===== src/rtl/print_request_arbiter.sv =====
// rtl/print_request_arbiter.sv - fixed-priority arbiter sharing one message-print engine among edge-triggered sources
// Optional stuck-engine abort timer: define PRINT_TIMEOUT_EN.
module print_request_arbiter #(
  parameter int N_REQ   = 4,
  parameter int ID_W    = 2,
  parameter int TIMEOUT = 1023
) (
  input  logic             clk,
  input  logic             rst,
  input  logic [N_REQ-1:0] req,
  input  logic             eng_busy,
  input  logic             eng_done,
  input  logic             clr_lost,
  output logic             eng_start,
  output logic [ID_W-1:0]  msg_id,
  output logic             active,
  output logic [N_REQ-1:0] pending,
  output logic [N_REQ-1:0] lost,
  output logic             timeout
);

  typedef enum logic [1:0] {
    IDLE  = 2'd0,
    START = 2'd1,
    WAIT  = 2'd2
  } state_t;

  state_t           state, state_nxt;
  logic [N_REQ-1:0] req_q;
  logic [N_REQ-1:0] rise;
  logic [N_REQ-1:0] sel_oh;
  logic [N_REQ-1:0] clr_vec;
  logic [ID_W-1:0]  sel_id;
  logic             grant;
  logic             expire;

  if ((2 ** ID_W) < N_REQ) begin : g_bad_id_w
    $error("ID_W too narrow to encode N_REQ sources");
  end
  if (TIMEOUT < 1) begin : g_bad_timeout
    $error("TIMEOUT must be at least 1");
  end

  assign rise = req & ~req_q;

  // Isolate the lowest set pending bit: bit 0 is the highest priority source.
  assign sel_oh = pending & (~pending + N_REQ'(1));

  always_comb begin
    sel_id = '0;
    for (int i = N_REQ - 1; i >= 0; i--) begin
      if (pending[i]) sel_id = ID_W'(i);
    end
  end

  assign grant   = (state == IDLE) && (|pending) && !eng_busy;
  assign clr_vec = grant ? sel_oh : '0;

  always_comb begin
    state_nxt = state;
    case (state)
      IDLE:  if (grant) state_nxt = START;
      START: state_nxt = WAIT;
      WAIT: begin
        if (eng_done)    state_nxt = IDLE;
        else if (expire) state_nxt = IDLE;
      end
      default: state_nxt = IDLE;
    endcase
  end

  assign eng_start = (state == START);
  assign active    = (state != IDLE);

  always_ff @(posedge clk) begin
    if (rst) begin
      state   <= IDLE;
      req_q   <= '0;
      pending <= '0;
      lost    <= '0;
      msg_id  <= '0;
    end else begin
      state   <= state_nxt;
      req_q   <= req;
      // A rise wins over a same-cycle grant clear; only a rise on an already waiting bit counts as lost.
      pending <= (pending & ~clr_vec) | rise;
      lost    <= (clr_lost ? '0 : lost) | (rise & pending & ~clr_vec);
      if (grant) msg_id <= sel_id;
    end
  end

`ifdef PRINT_TIMEOUT_EN
  localparam int TMR_W = $clog2(TIMEOUT + 1);

  logic [TMR_W-1:0] timer;

  // Abort at the end of the TIMEOUT-th WAIT cycle without done.
  assign expire = (timer == TMR_W'(TIMEOUT - 1));

  always_ff @(posedge clk) begin
    if (rst) begin
      timer   <= '0;
      timeout <= 1'b0;
    end else begin
      timeout <= (state == WAIT) && !eng_done && expire;
      if (state == START) timer <= '0;
      else if ((state == WAIT) && !eng_done) timer <= timer + TMR_W'(1);
    end
  end
`else
  assign expire  = 1'b0;
  assign timeout = 1'b0;
`endif

endmodule


===== config.mk =====
export PLATFORM = sky130hd
export DESIGN_NAME = print_request_arbiter
export DESIGN_NICKNAME = d
export VERILOG_FILES = /design/src/rtl/print_request_arbiter.sv
export SDC_FILE = /design/constraint.sdc
export NUM_CORES = 1
export LEC_CHECK = 0
export BUFFER_PORTS_ARGS = -buffer_cell sky130_fd_sc_hd__buf_2
export CELL_PAD_IN_SITES_DETAIL_PLACEMENT = 2
export CELL_PAD_IN_SITES_GLOBAL_PLACEMENT = 2
export CORE_ASPECT_RATIO = 1.25
export CORE_MARGIN = 2
export CORE_UTILIZATION = 30
export DETAILED_ROUTE_END_ITERATION = 6
export PLACE_DENSITY_LB_ADDON = 0.1
export SKIP_CTS_REPAIR_TIMING = 1
export SLEW_MARGIN = 20
export SYNTH_ARGS = -nofsm -noshare
export SYNTH_HDL_FRONTEND = slang
export SYNTH_SLANG_ARGS = --single-unit

===== constraint.sdc =====
create_clock -name clk -period 3.5 [get_ports clk]
set_input_delay 0.35 -clock clk [delete_from_list [all_inputs] [get_ports clk]]
set_output_delay 0.35 -clock clk [all_outputs]
set_load 0.005 [all_outputs]

==> results.cfg <==
[run_status]
status = finished clean

[worst_setup_path]
reg2reg_depth = 3
cp_data_arrival_time_ns = 1.05
critical_path_class = reg -> out
rrSetupSlack_ns = 2.12
end_kind = primary output
start_kind = flip-flop
cp_max_fo = 5
crit_required_ns = 3.15

[clocking]
cts_tree = built
clk_latency_ns = 0.28
root_buffer = clkbuf_4
clk_pin_slew_ns = 0.09
cts_sinks = 16
cts_buffers = 3
htree_levels = 1
clockBufferDepth = 2

[synthesis]
ys_types = 29
synth_area_leader_cell = dfxtp_1
synth_enable_flop_cells = 0
yosys-top-cells-area = dfxtp_1 (47%), nor2b_1 (6.4%), a21oi_1 (4.4%)
synth_ff_type = dfxtp_1
syn_avg_cell_area_um2 = 9.706
async_flop_share = 0
syn_inst = 70
syn_area_um2 = 679.4
synth_nets = 79
synth_seq_cells = 16
yosysTopAreaCellShare = 0.4715
yosys_warnings = 0
yosysSeqAreaShare = 0.4715

[global_routing]
grt_max_degree = 19
antenna_found_initial = 0
grt_first_pass_wirelength_um = 2601
grt-ovfl-total = 0
grt_pass1_vias = 598
track_usage = 0.1382

[timing]
timing.fmax_mhz = 716.1
final.setup.tns_ns = 0
rsz0062_at_grt = no
drv_slew = 0
clock_skew_ns = 0.001976
finalCritPeriodShare = 0.3990
finalSetupViolations = 0
finalWorstSetupSlack_ns = 2.104
fin_crit_ns = 1.396
final_hold_viol_count = 0

[placement]
dp.final_hpwl_um = 1171
port_buffers = 20
gp_congestion = 0.6835
post-place-ws_ns = 2.060

[power_and_ir_drop]
leakagePower_nw = 0.3374
peakVddDrop_v = 0.0001762
p_per_area_nw_per_um2 = 436.7

[layout]
antennaDiodeCount = 0
drive_above_1_share = 0.3409
final_nets = 99
syn2layout_area_growth_pct = 19.15

[die]
rows = 19
start_util = 0.3141
ios = 22
core_area_um2 = 2163
dieArea_um2 = 2664
chipWidth_um = 46.57
die_y_um = 57.21

[detailed_routing]
vias = 568
drt_iter0_markers = 6
route.detailed.drc = 0
viasPerCell = 4.773
final_antenna_net_count = 0
firstDrtPassIters = 2
wl_per_cell_um = 13.08
wl_um = 1557

[worst_hold_path]
whs_path_depth = 2
hold_class = in -> reg

[job]
drv_cap = 0
-- worst max-delay path, stage by stage, from the launching register on --
cell,delay [ns]
dfxtp_1,0.35
or2_2,0.29
buf_2,0.13
-- placed cells by master (no fill, tap or decap), types with 3 or more instances in the layout --
cell type,instances
o31ai_1,3
nor3_1,3
clkbuf_4,3
buf_2,20
nand2b_1,4
dfxtp_1,16
nor2b_1,7
nor2_1,3
a21oi_1,6
o21ai_0,3
-- final cells by class --
class / count / area, um2
fillers: 236 / 1354
multi-input cells: 47 / 320.3
flip-flops and latches: 16 / 320.3
repair buffers: 20 / 100.1
well taps: 31 / 38.79
clock buffers: 3 / 22.52
inverters: 2 / 7.507
-- cell usage after synthesis (2+ instances only) --
cell,number
nor2_1,3
clkbuf_1,2
a21oi_1,6
nand2b_1,4
nor2b_1,7
inv_1,2
nand2_1,2
dfxtp_1,16
or3b_2,2
nor3_1,3
o21ai_0,3
o31ai_1,3
-- flip-flops by register name (all words and copies together), names as in the netlist --
signal   flops
lost         4
msg_id       2
pending      4
req_q        4
state        2
-- power by group --
group	internal, mW	switching, mW	total, mW
logic	0.0263	0.0272	0.0534
clock network	0.0399	0.0540	0.0938
registers	0.193	0.0132	0.206
-- routing by layer --
| metal | vias up | global-route usage | share of wire |
|---|---|---|---|
| met5 | - | 0 | 0 |
| li1 | 281 | - | - |
| met4 | 0 | 0.06122 | 0.010 |
| met2 | 15 | 0.2282 | 0.51 |
| met1 | 270 | 0.1605 | 0.42 |
| met3 | 2 | 0.03797 | 0.052 |
-- final timing paths --
| kind | startpoint | endpoint |
|---|---|---|
| worst min-delay path | req[3] | req_q[3] |
| worst max register to register | state[0] | lost[3] |
| worst max-delay path | state[0] | active |
| worst min register to register | msg_id[1] | msg_id[1] |
-- cells by family (layout without fill, tap and decap cells) --
group	Yosys count	after routing	share of synthesized area
and+or+nand+nor	29	29	0.2689
AOI/OAI and AO/OA	17	17	0.1971
DFF	16	16	0.4715
buffers and inverters	7	25	0.05709
other	1	1	0.005520
-- stage by stage --
| stage | hold slack (ns) | total power, mW | area, um2 | utilization | instances |
|---|---|---|---|---|---|
| global route | 0.2939 | 0.3772 | 809.5 | 0.3742 | 119 |
| finish | 0.2972 | 0.3535 | 809.5 | 0.3742 | 119 |
| global placement | 0.4621 | 0.2636 | 787.0 | 0.3638 | 116 |
| detailed placement | 0.4741 | 0.2655 | 787.0 | 0.3638 | 116 |
| floorplan | 0.4662 | 0.2455 | 679.4 | - | 70 |
| CTS | 0.2876 | 0.3626 | 809.5 | 0.3742 | 119 |
No activity file was read; power rests on OpenSTA's default activity.
